[src/rtl/common_def.sv]
// ============================================================================
//  Module   : common_def (package)
//  Purpose  : Shared codes, issue bundle layout and FSM state for issue_ctrl.
//  Revision : 1.0
// ============================================================================
`default_nettype none

package common_def;

    localparam int XLEN_DEF   = 32;
    localparam int NREG_DEF   = 32;
    localparam int REG_W      = $clog2(NREG_DEF);
    localparam int OP_W_DEF   = 6;
    localparam int UNIT_W_DEF = 3;

    localparam logic [UNIT_W_DEF-1:0] EX_ALU_UNIT = 3'd0;
    localparam logic [UNIT_W_DEF-1:0] EX_BR_UNIT  = 3'd1;
    localparam logic [UNIT_W_DEF-1:0] EX_MEM_UNIT = 3'd2;
    localparam logic [UNIT_W_DEF-1:0] EX_ERR_UNIT = 3'd7;

    localparam logic [OP_W_DEF-1:0] ALU_NOP  = 6'd0;
    localparam logic [OP_W_DEF-1:0] ALU_ADD  = 6'd1;
    localparam logic [OP_W_DEF-1:0] ALU_ADDI = 6'd2;
    localparam logic [OP_W_DEF-1:0] OP_BEQ   = 6'd16;
    localparam logic [OP_W_DEF-1:0] OP_LOAD  = 6'd32;

    typedef enum logic [0:0] {
        RUN     = 1'b0,
        WAIT_CF = 1'b1
    } state_t;

    typedef struct packed {
        logic [OP_W_DEF-1:0]   op;
        logic [UNIT_W_DEF-1:0] ex_unit;
        logic                  rs1_en;
        logic                  rs2_en;
        logic [REG_W-1:0]      rs1;
        logic [REG_W-1:0]      rs2;
        logic                  rd_en;
        logic [REG_W-1:0]      rd;
        logic [XLEN_DEF-1:0]   imm;
        logic                  imm_en;
        logic                  pc_en;
        logic [XLEN_DEF-1:0]   offset;
        logic [2:0]            width;
        logic [XLEN_DEF-1:0]   pc;
    } issue_bundle_t;

endpackage

`default_nettype wire

[src/rtl/issue_ctrl_scoreboard.sv]
// ============================================================================
//  Module   : issue_ctrl_scoreboard
//  Purpose  : Pending-destination busy vector with writeback-bypassed reads.
//  Revision : 1.0
// ============================================================================
`default_nettype none

module issue_ctrl_scoreboard #(
    parameter  int NREG  = 32,
    localparam int IDX_W = $clog2(NREG)
) (
    input  logic             clk,
    input  logic             rst,
    input  logic             set_en,
    input  logic [IDX_W-1:0] set_idx,
    input  logic             clr_en,
    input  logic [IDX_W-1:0] clr_idx,
    input  logic [IDX_W-1:0] a_idx,
    input  logic [IDX_W-1:0] b_idx,
    input  logic [IDX_W-1:0] c_idx,
    output logic             a_busy,
    output logic             b_busy,
    output logic             c_busy
);

    logic [NREG-1:0] r_busy;
    logic [NREG-1:0] w_busy_eff;
    logic [NREG-1:0] w_busy_nxt;

    // Writeback in flight this cycle already releases its register for readers.
    always_comb begin
        w_busy_eff = r_busy;
        if (clr_en) begin
            w_busy_eff[clr_idx] = 1'b0;
        end
    end

    // Set applied after clear so a same-register collision leaves it busy.
    always_comb begin
        w_busy_nxt = w_busy_eff;
        if (set_en && (set_idx != '0)) begin
            w_busy_nxt[set_idx] = 1'b1;
        end
    end

    always_ff @(posedge clk) begin
        if (rst) begin
            r_busy <= '0;
        end else begin
            r_busy <= w_busy_nxt;
        end
    end

    assign a_busy = w_busy_eff[a_idx];
    assign b_busy = w_busy_eff[b_idx];
    assign c_busy = w_busy_eff[c_idx];

endmodule

`default_nettype wire

[src/rtl/issue_ctrl.sv]
// ============================================================================
//  Module   : issue_ctrl
//  Purpose  : Decode-side issue stage: hazard hold-off, control-flow wait and
//             registered bundle towards the execute units.
//  Revision : 1.0
// ============================================================================
`default_nettype none

module issue_ctrl
    import common_def::*;
#(
    parameter  int XLEN   = 32,
    parameter  int NREG   = 32,
    parameter  int OP_W   = 6,
    parameter  int UNIT_W = 3,
    localparam int IDX_W  = $clog2(NREG)
) (
    input  logic              clk,
    input  logic              rst,
    input  logic              in_valid,
    output logic              in_ready,
    input  logic [OP_W-1:0]   in_op,
    input  logic [UNIT_W-1:0] in_ex_unit,
    input  logic              in_rs1_en,
    input  logic              in_rs2_en,
    input  logic [IDX_W-1:0]  in_rs1,
    input  logic [IDX_W-1:0]  in_rs2,
    input  logic              in_rd_en,
    input  logic [IDX_W-1:0]  in_rd,
    input  logic [XLEN-1:0]   in_imm,
    input  logic              in_imm_en,
    input  logic              in_pc_en,
    input  logic [XLEN-1:0]   in_offset,
    input  logic [2:0]        in_width,
    input  logic              in_stall,
    input  logic [XLEN-1:0]   in_pc,
    output logic              iss_valid,
    input  logic              iss_ready,
    output logic [OP_W-1:0]   iss_op,
    output logic [UNIT_W-1:0] iss_ex_unit,
    output logic              iss_rs1_en,
    output logic              iss_rs2_en,
    output logic [IDX_W-1:0]  iss_rs1,
    output logic [IDX_W-1:0]  iss_rs2,
    output logic              iss_rd_en,
    output logic [IDX_W-1:0]  iss_rd,
    output logic [XLEN-1:0]   iss_imm,
    output logic              iss_imm_en,
    output logic              iss_pc_en,
    output logic [XLEN-1:0]   iss_offset,
    output logic [2:0]        iss_width,
    output logic [XLEN-1:0]   iss_pc,
    input  logic              wb_en,
    input  logic [IDX_W-1:0]  wb_rd,
    input  logic              cf_done,
    output logic              cf_err
);

    state_t        r_state;
    issue_bundle_t r_iss;
    logic          r_iss_valid;
    logic          r_cf_err;

    issue_bundle_t w_in;
    logic          w_rs1_busy;
    logic          w_rs2_busy;
    logic          w_rd_busy;
    logic          w_hz;
    logic          w_accept;

    issue_ctrl_scoreboard #(
        .NREG (NREG)
    ) u_sb (
        .clk     (clk),
        .rst     (rst),
        .set_en  (w_accept & in_rd_en),
        .set_idx (in_rd),
        .clr_en  (wb_en),
        .clr_idx (wb_rd),
        .a_idx   (in_rs1),
        .b_idx   (in_rs2),
        .c_idx   (in_rd),
        .a_busy  (w_rs1_busy),
        .b_busy  (w_rs2_busy),
        .c_busy  (w_rd_busy)
    );

    assign w_in = '{op: in_op, ex_unit: in_ex_unit, rs1_en: in_rs1_en,
                    rs2_en: in_rs2_en, rs1: in_rs1, rs2: in_rs2,
                    rd_en: in_rd_en, rd: in_rd, imm: in_imm,
                    imm_en: in_imm_en, pc_en: in_pc_en, offset: in_offset,
                    width: in_width, pc: in_pc};

    assign w_hz = (in_rs1_en & w_rs1_busy) | (in_rs2_en & w_rs2_busy) |
                  (in_rd_en & (in_rd != '0) & w_rd_busy);

    assign in_ready = !rst && (r_state == RUN) && (!r_iss_valid || iss_ready) && !w_hz;
    assign w_accept = in_valid & in_ready;

    always_ff @(posedge clk) begin
        if (rst) begin
            r_state         <= RUN;
            r_iss_valid     <= 1'b0;
            r_iss           <= '0;
            r_iss.op        <= ALU_NOP;
            r_iss.ex_unit   <= EX_ERR_UNIT;
            r_cf_err        <= 1'b0;
        end else begin
            if (w_accept) begin
                r_iss_valid <= 1'b1;
                r_iss       <= w_in;
            end else if (iss_ready) begin
                r_iss_valid <= 1'b0;
            end

            case (r_state)
                RUN: begin
                    if (cf_done) begin
                        r_cf_err <= 1'b1;
                    end
                    if (w_accept && in_stall) begin
                        r_state <= WAIT_CF;
                    end
                end
                WAIT_CF: begin
                    if (cf_done) begin
                        r_state <= RUN;
                    end
                end
                default: r_state <= RUN;
            endcase
        end
    end

    assign iss_valid   = r_iss_valid;
    assign iss_op      = r_iss.op;
    assign iss_ex_unit = r_iss.ex_unit;
    assign iss_rs1_en  = r_iss.rs1_en;
    assign iss_rs2_en  = r_iss.rs2_en;
    assign iss_rs1     = r_iss.rs1;
    assign iss_rs2     = r_iss.rs2;
    assign iss_rd_en   = r_iss.rd_en;
    assign iss_rd      = r_iss.rd;
    assign iss_imm     = r_iss.imm;
    assign iss_imm_en  = r_iss.imm_en;
    assign iss_pc_en   = r_iss.pc_en;
    assign iss_offset  = r_iss.offset;
    assign iss_width   = r_iss.width;
    assign iss_pc      = r_iss.pc;
    assign cf_err      = r_cf_err;

endmodule

`default_nettype wire
[config.mk]
export PLATFORM = sky130hd
export DESIGN_NAME = issue_ctrl
export DESIGN_NICKNAME = d
export VERILOG_FILES = /design/src/rtl/common_def.sv /design/src/rtl/issue_ctrl_scoreboard.sv /design/src/rtl/issue_ctrl.sv
export SDC_FILE = /design/constraint.sdc
export NUM_CORES = 1
export LEC_CHECK = 0
export CAP_MARGIN = 20
export CORE_UTILIZATION = 45
export CTS_CLUSTER_SIZE = 25
export DETAILED_ROUTE_END_ITERATION = 12
export PLACE_DENSITY = 0.88
export SLEW_MARGIN = 15
export SYNTH_ARGS = -nofsm -noshare
export SYNTH_HDL_FRONTEND = slang
export SYNTH_SLANG_ARGS = --single-unit
[constraint.sdc]
create_clock -name clk -period 4.1 [get_ports clk]
set_input_delay 0.41 -clock clk [delete_from_list [all_inputs] [get_ports clk]]
set_output_delay 0.41 -clock clk [all_outputs]
set_load 0.03 [all_outputs]
**Word level (Yosys, flattened, before mapping)**

Cells that the tools add are included.

- ROM bits: 0
- Input port bits: 140
- Word-level logic and storage cells: 67
- Bits in latches: 0
- Register bits after elaboration: 163
- Memory bits (writable): 0
- Output and inout bits: 131
- Memories kept: 0

- Magnitude comparators: 6
- Divide/modulo/power cells: 0
- Equality and inequality tests: 0
- Shift operators: 0
- $mul: 0
- Reductions and logical operators: 14
- Muxes and demuxes: 17
- Bitwise gates (word level): 12
- $add $sub $neg: 0

Operators by type and width:

| cell | number |
|---|---|
| two-way mux 32 bit | 2 |
| AND 32 bit | 1 |
| inverter 32 bit | 1 |
| bitwise OR 32 bit | 1 |
| < comparator 5 x 6 -> 1 bit (second input constant) | 4 |
| binary-select mux 1 bit (select 5 bit) | 3 |
| demux 1 bit (select 5 bit) | 2 |
| greater-or-equal comparator 5 x 1 -> 1 bit (second input constant) | 2 |
| two-way mux 1 bit | 9 |
| logical AND 1 bit | 7 |
| AND 1 bit | 6 |
| nonzero test 5 bit | 1 |
| logical NOT 1 bit | 3 |
| bitwise OR 1 bit | 2 |
| one-hot mux 1 bit (2 select lines) | 1 |
| AND reduction 2 bit | 1 |
| nonzero test 2 bit | 1 |
| logical OR 1 bit | 1 |
| inverter 1 bit | 1 |

**Logic depth before layout (Yosys ltp)**

Gate-level depths: netlist of run 1.

- Depth after elaboration: 18
- Depth in mapped cells: 12
- Depth with buffers taken out: 8

**Hierarchy**

From an unflattened synthesis of run 1, not the netlist that was laid out.

- Cell total of the unflattened synthesis: 969
- Area total of the unflattened synthesis: 7848.8 um2

By module, submodules not included:

| module | sequential area each (um2) | cells each | area each (um2) | times used |
|---|---|---|---|---|
| issue_ctrl | 2622.5 | 600 | 4976.0 | 1 |
| issue_ctrl_scoreboard | 640.6 | 369 | 2872.8 | 1 |

**Least setup slack after synthesis of run 1**

OpenSTA, ideal clock, no wires.

- Path type: input-to-reg
- Start point: input wb_rd[1]
- End point: register r_iss (netlist bit iss_offset[0])
- Library setup time: 0.123 ns
- Data required time: 3.977 ns
- Arrival: 2.926 ns
- Path buffers: 3
- Cell stages on the path: 11
- Setup slack: 1.051 ns
- Cells stage by stage: or2_1 > clkbuf_1 > o21ai_1 > nor2_1 > or3_1 > o311a_1 > nor4_2 > nand4_1 > buf_4 > buf_6 > mux2_1

- Cells in the longest elaborated chain, start to end: 15
- Elaborated cells on any way between the ends: 22
- Those cells by class: order compare (2); mux (9); bitwise (8); reduce/logical (3)

RTL lines:

| item | line | RTL |
|---|---|---|
| from (decl) | issue_ctrl.sv:54 | `input logic [IDX_W-1:0] wb_rd,` |
| < comparator 5 x 6 -> 1 bit (implied by the code) or greater-or-equal comparator 5 x 1 -> 1 bit (tied branches) | issue_ctrl_scoreboard.sv:34 | `w_busy_eff[clr_idx] = 1'b0;` |
| logical AND 1 bit (implied by the code) | issue_ctrl_scoreboard.sv:34 |  |
| two-way mux 1 bit (implied by the code) | issue_ctrl_scoreboard.sv:34 |  |
| demux 1 bit (select 5 bit) (*) | -- |  |
| inverter 32 bit (no source line) (*) | -- |  |
| AND 32 bit (no source line) (*) | -- |  |
| two-way mux 32 bit (*) | issue_ctrl_scoreboard.sv:33 | `if (clr_en) begin` |
| binary-select mux 1 bit (select 5 bit) (on tied branches) | issue_ctrl_scoreboard.sv:54, issue_ctrl_scoreboard.sv:55 |  |
| two-way mux 1 bit (on tied branches) | issue_ctrl_scoreboard.sv:54, issue_ctrl_scoreboard.sv:55 |  |
| AND 1 bit | issue_ctrl.sv:94 | `assign w_hz = (in_rs1_en & w_rs1_busy) \| (in_rs2_en & w_rs2_busy) \|` |
| bitwise OR 1 bit | issue_ctrl.sv:94 |  |
| bitwise OR 1 bit (*) | issue_ctrl.sv:94 |  |
| logical NOT 1 bit (*) | issue_ctrl.sv:97 | `assign in_ready = !rst && (r_state == RUN) && (!r_iss_valid \|\| iss_ready) && !w_hz;` |
| logical AND 1 bit (*) | issue_ctrl.sv:97 |  |
| AND 1 bit (*) | issue_ctrl.sv:98 | `assign w_accept = in_valid & in_ready;` |
| to (signal assigned) | issue_ctrl.sv:111 | `r_iss <= w_in;` |
| to (decl) | issue_ctrl.sv:60 | `issue_bundle_t r_iss;` |

Mark *: on every way between the ends. The rest lies on a longest branch, timed or not. The select of a mux whose other input is x is not followed.
A chain may end at the register's enable or synchronous reset.

**Worst setup path after layout of run 1**

- Start point: input wb_rd[2]
- End point: output in_ready

- Cells in the longest elaborated chain, start to end: 14
- Elaborated cells on any way between the ends: 21
- Those cells by class: order compare (2); mux (9); bitwise (7); reduce/logical (3)

RTL lines:

| item | line | RTL |
|---|---|---|
| < comparator 5 x 6 -> 1 bit (implied by the code) or greater-or-equal comparator 5 x 1 -> 1 bit (tied branches) | issue_ctrl_scoreboard.sv:34 |  |
| logical AND 1 bit (implied by the code) | issue_ctrl_scoreboard.sv:34 |  |
| two-way mux 1 bit (implied by the code) | issue_ctrl_scoreboard.sv:34 |  |
| demux 1 bit (select 5 bit) (*) | -- |  |
| inverter 32 bit (no source line) (*) | -- |  |
| AND 32 bit (no source line) (*) | -- |  |
| two-way mux 32 bit (*) | issue_ctrl_scoreboard.sv:33 |  |
| binary-select mux 1 bit (select 5 bit) (on tied branches) | issue_ctrl_scoreboard.sv:54, issue_ctrl_scoreboard.sv:55 |  |
| two-way mux 1 bit (on tied branches) | issue_ctrl_scoreboard.sv:54, issue_ctrl_scoreboard.sv:55 |  |
| AND 1 bit | issue_ctrl.sv:94 |  |
| bitwise OR 1 bit | issue_ctrl.sv:94 |  |
| bitwise OR 1 bit (*) | issue_ctrl.sv:94 |  |
| logical NOT 1 bit (*) | issue_ctrl.sv:97 |  |
| logical AND 1 bit (*) | issue_ctrl.sv:97 |  |
| to (decl) | issue_ctrl.sv:21 | `output logic in_ready,` |

Marks and branches as above.

==> results of run 1 <==
==> placed cells by master, fill, tap and decap left out, types with 3 or more instances in the layout <==
cell type	Yosys	routed
nand3b_1	6	6
nand2_1	25	25
nand2b_1	5	5
o21ai_1	18	18
dfxtp_1	163	163
clkbuf_16	0	17
o32ai_1	12	12
nand4bb_1	3	3
nor2_1	22	22
clkinv_4	0	4
clkinvlp_4	0	4
a31oi_1	3	3
nand4b_1	5	5
buf_12	0	10
nand4_1	8	8
o22ai_1	34	34
inv_1	12	12
a21oi_1	3	3
and3_1	3	3
o21ai_0	19	17
mux2i_1	10	10
o2111ai_1	10	10
mux2_2	74	74
mux4_2	6	6
nor2b_1	131	131
nand3_1	32	32
or3_1	5	5
buf_4	3	40
mux2_1	53	53
nor3_1	6	6
clkdlybuf4s50_1	0	268
==> state kept, by name (all words and copies together), names as in the netlist, 3 cells and up <==
name         count
iss_width        3
iss_ex_unit      3
iss_op           6
iss_pc          32
iss_imm         32
u_sb.r_busy     32
iss_rd           5
iss_rs1          5
iss_rs2          5
iss_offset      32
==> layout make-up <==
class,count,area [um2],share of cell area
Clock buffer,20,447,0.0396
Clock inverter,11,83.8,0.00744
Inverter,12,45.0,0.00400
Multi-Input combinational cell,520,3960,0.352
Sequential cell,163,3260,0.290
Tap cell,216,270,0.0240
Timing Repair Buffer,319,3200,0.284
==> logic make-up after synthesis <==
kind of cell              Yosys count
buffers and inverters              63
DFF                               163
AOI/OAI and AO/OA                 112
and+or+nand+nor                   263
muxes                             143
xor gates and xnor gates            2
==> final timing paths <==
| kind | from | endpoint | cells after the start |
|---|---|---|---|
| max | wb_rd[2] | in_ready | 10 |
| min | rst | cf_err | 2 |
| max reg2reg | u_sb.r_busy[19] | iss_offset[18] | 9 |
| min reg2reg | iss_rd[0] | iss_rd[0] | 2 |
==> where the power goes <==
part | total [mW] | switching (mW) | internal (mW)
sequential | 1.76 | 0.0563 | 1.70
combinational | 1.03 | 0.530 | 0.504
clock | 1.45 | 0.665 | 0.790
==> stage by stage <==
stage                     area [um2]  hold slack (ns)   util  worst slack (ns)
after floorplan                 7510            0.477      -              1.05
after global placement         10700            0.446  0.666             0.148
after detailed placement       10700            0.457  0.666            0.0538
after CTS                      11200            0.361  0.699            0.0252
after global routing           11300            0.376  0.702             0.279
final                          11300            0.382  0.702             0.414
==> metal layers <==
metal	track usage	vias to the layer above
met5	0	-
met4	0.127	0
met3	0.0918	72
met2	0.507	380
met1	0.349	3339
li1	-	3257
==> repair_timing <==
action / 4_1_cts / 5_1_grt
hold endpoints to repair: 0 / 0
endpoints found under the setup margin: 0 / 1
resized for setup: 0 / 6
buffers inserted: 0 / 3
==> flow_summary.json, run 1 <==
{
  "power.density_mw_per_mm2": 377,
  "r2r_slack_ns": 1.45,
  "synth.most_common_cell": "dfxtp_1",
  "htree_levels": 4,
  "vias_per_cell": 5.59,
  "critPathKind": "in -> out",
  "crit_path_end_kind": "output pin",
  "initial_utilization": 0.468,
  "place_congestion": 0.986,
  "syn_nets": 886,
  "wl_met1_um": 9920,
  "total_power_mw": 4.25,
  "gr-total-overflow": 0,
  "worstSkewPairLatency_ns": 0.43,
  "fp.coreArea_mm2": 0.0161,
  "path_cells": "clkdlybuf4s50_1 -> nand4b_1 -> buf_4 -> o21ai_0 -> o22ai_1 -> nor2_1 -> a41oi_1 -> nor4_2 -> and3_1 -> dlymetal6s2s_1",
  "seq_area_frac_synth": 0.435,
  "antenna_found_initial": 0,
  "die_area_mm2": 0.0172,
  "cap_violations": 0,
  "async_flop_share": 0,
  "place_inst": 1227,
  "synth_compound_area_frac": 0.0977,
  "grt_pass1_wl_um": 40100,
  "synthAdderAreaFrac": 0,
  "path_max_fanout": 8,
  "cts_root_buffer": "clkbuf_16",
  "worst_path_dominant_cell_family": "simple AND/OR/NAND/NOR gates",
  "arrival_ns": 3.28,
  "leakage_nw": 4.34,
  "area_growth_pct": 50.1,
  "drt-total-wl_um": 25800,
  "cts_tree": "built",
  "yosys.area.top_type": "dfxtp_1",
  "fin_crit_ns": 3.69,
  "drc": 0,
  "synth_cells": 746,
  "synth_warnings": 0,
  "synth_top_family_by_area": "multiplexers",
  "ys_types": 48,
  "dr.pass1.iters": 5,
  "ys.flop_type": "dfxtp_1",
  "required_ns": 3.69,
  "antennaDiodeCount": 0,
  "crit_path_max_incr_delay_ns": 0.54,
  "n_fill_cell": 1172,
  "critPathBufInv": 3,
  "synth_xor_area_frac": 0.00233,
  "crit_slowest_cell": "clkdlybuf4s50_1",
  "dpl.hpwl_um": 19200,
  "drive_above_1_share": 0.157,
  "status": "complete, no violations",
  "pin_count": 271,
  "synth.area.top_cells": "dfxtp_1 (43%), mux2_2 (11%), nor2b_1 (11%)",
  "max-vdd-ir-drop_mv": 0.297,
  "tns_ns": 0,
  "finalHoldViolCount": 0,
  "ant_nets": 0,
  "wl_met2_um": 12600,
  "grt_usage": 0.300,
  "syn_avg_cell_area_um2": 10.1,
  "worst_pin_slew_ns": 0.939,
  "synth.top_cell.area_share": 0.435,
  "slew_viol_final": 0,
  "startpoint_type": "input port",
  "fin_crit_sh": 0.899,
  "grt_max_degree": 90,
  "cts.clk_slew.worst_paths_ns": 0.06,
  "synth-simple-area-share": 0.205,
  "rsz0062_at_grt": "no",
  "finClkSkew_ns": 0.0157,
  "synth_area_mm2": 0.00751,
  "drtIter0Drc": 590,
  "fmax_ghz": 0.271,
  "hold_path.class": "in -> reg",
  "die_height_um": 131,
  "synth-edff-count": 0,
  "maxUsedRoutingLayer": "met4",
  "rows": 46,
  "nNetsFinal": 1173,
  "instances_no_fill": 1261,
  "synth-seq-cells": 163,
  "finalSetupViolCount": 0,
  "netlist_top_cells_count": "dfxtp_1 (163), nor2b_1 (131), mux2_2 (74)",
  "met3_length_um": 2310,
  "cts_buffer_depth": 2,
  "die_w_um": 131,
  "io_buffers": 270,
  "cts.sinks": 163,
  "num_vias": 7048,
  "yosys-mux-area-fraction": 0.222,
  "cts_hold_buf": 0,
  "slew_headroom": 0.374,
  "grt_pass1_vias": 7308,
  "cts-buffers-inserted": 17,
  "wl_per_cell_um": 20.4
}
Note: power is estimated with default switching activity, not from simulation.
==> run 2: changes to the inputs <==
- ABC_CLOCK_PERIOD_IN_PS: not set -> 4100
==> results of run 2 <==
Same layout as run 1: the final DEF is identical, and so are final timing and power.
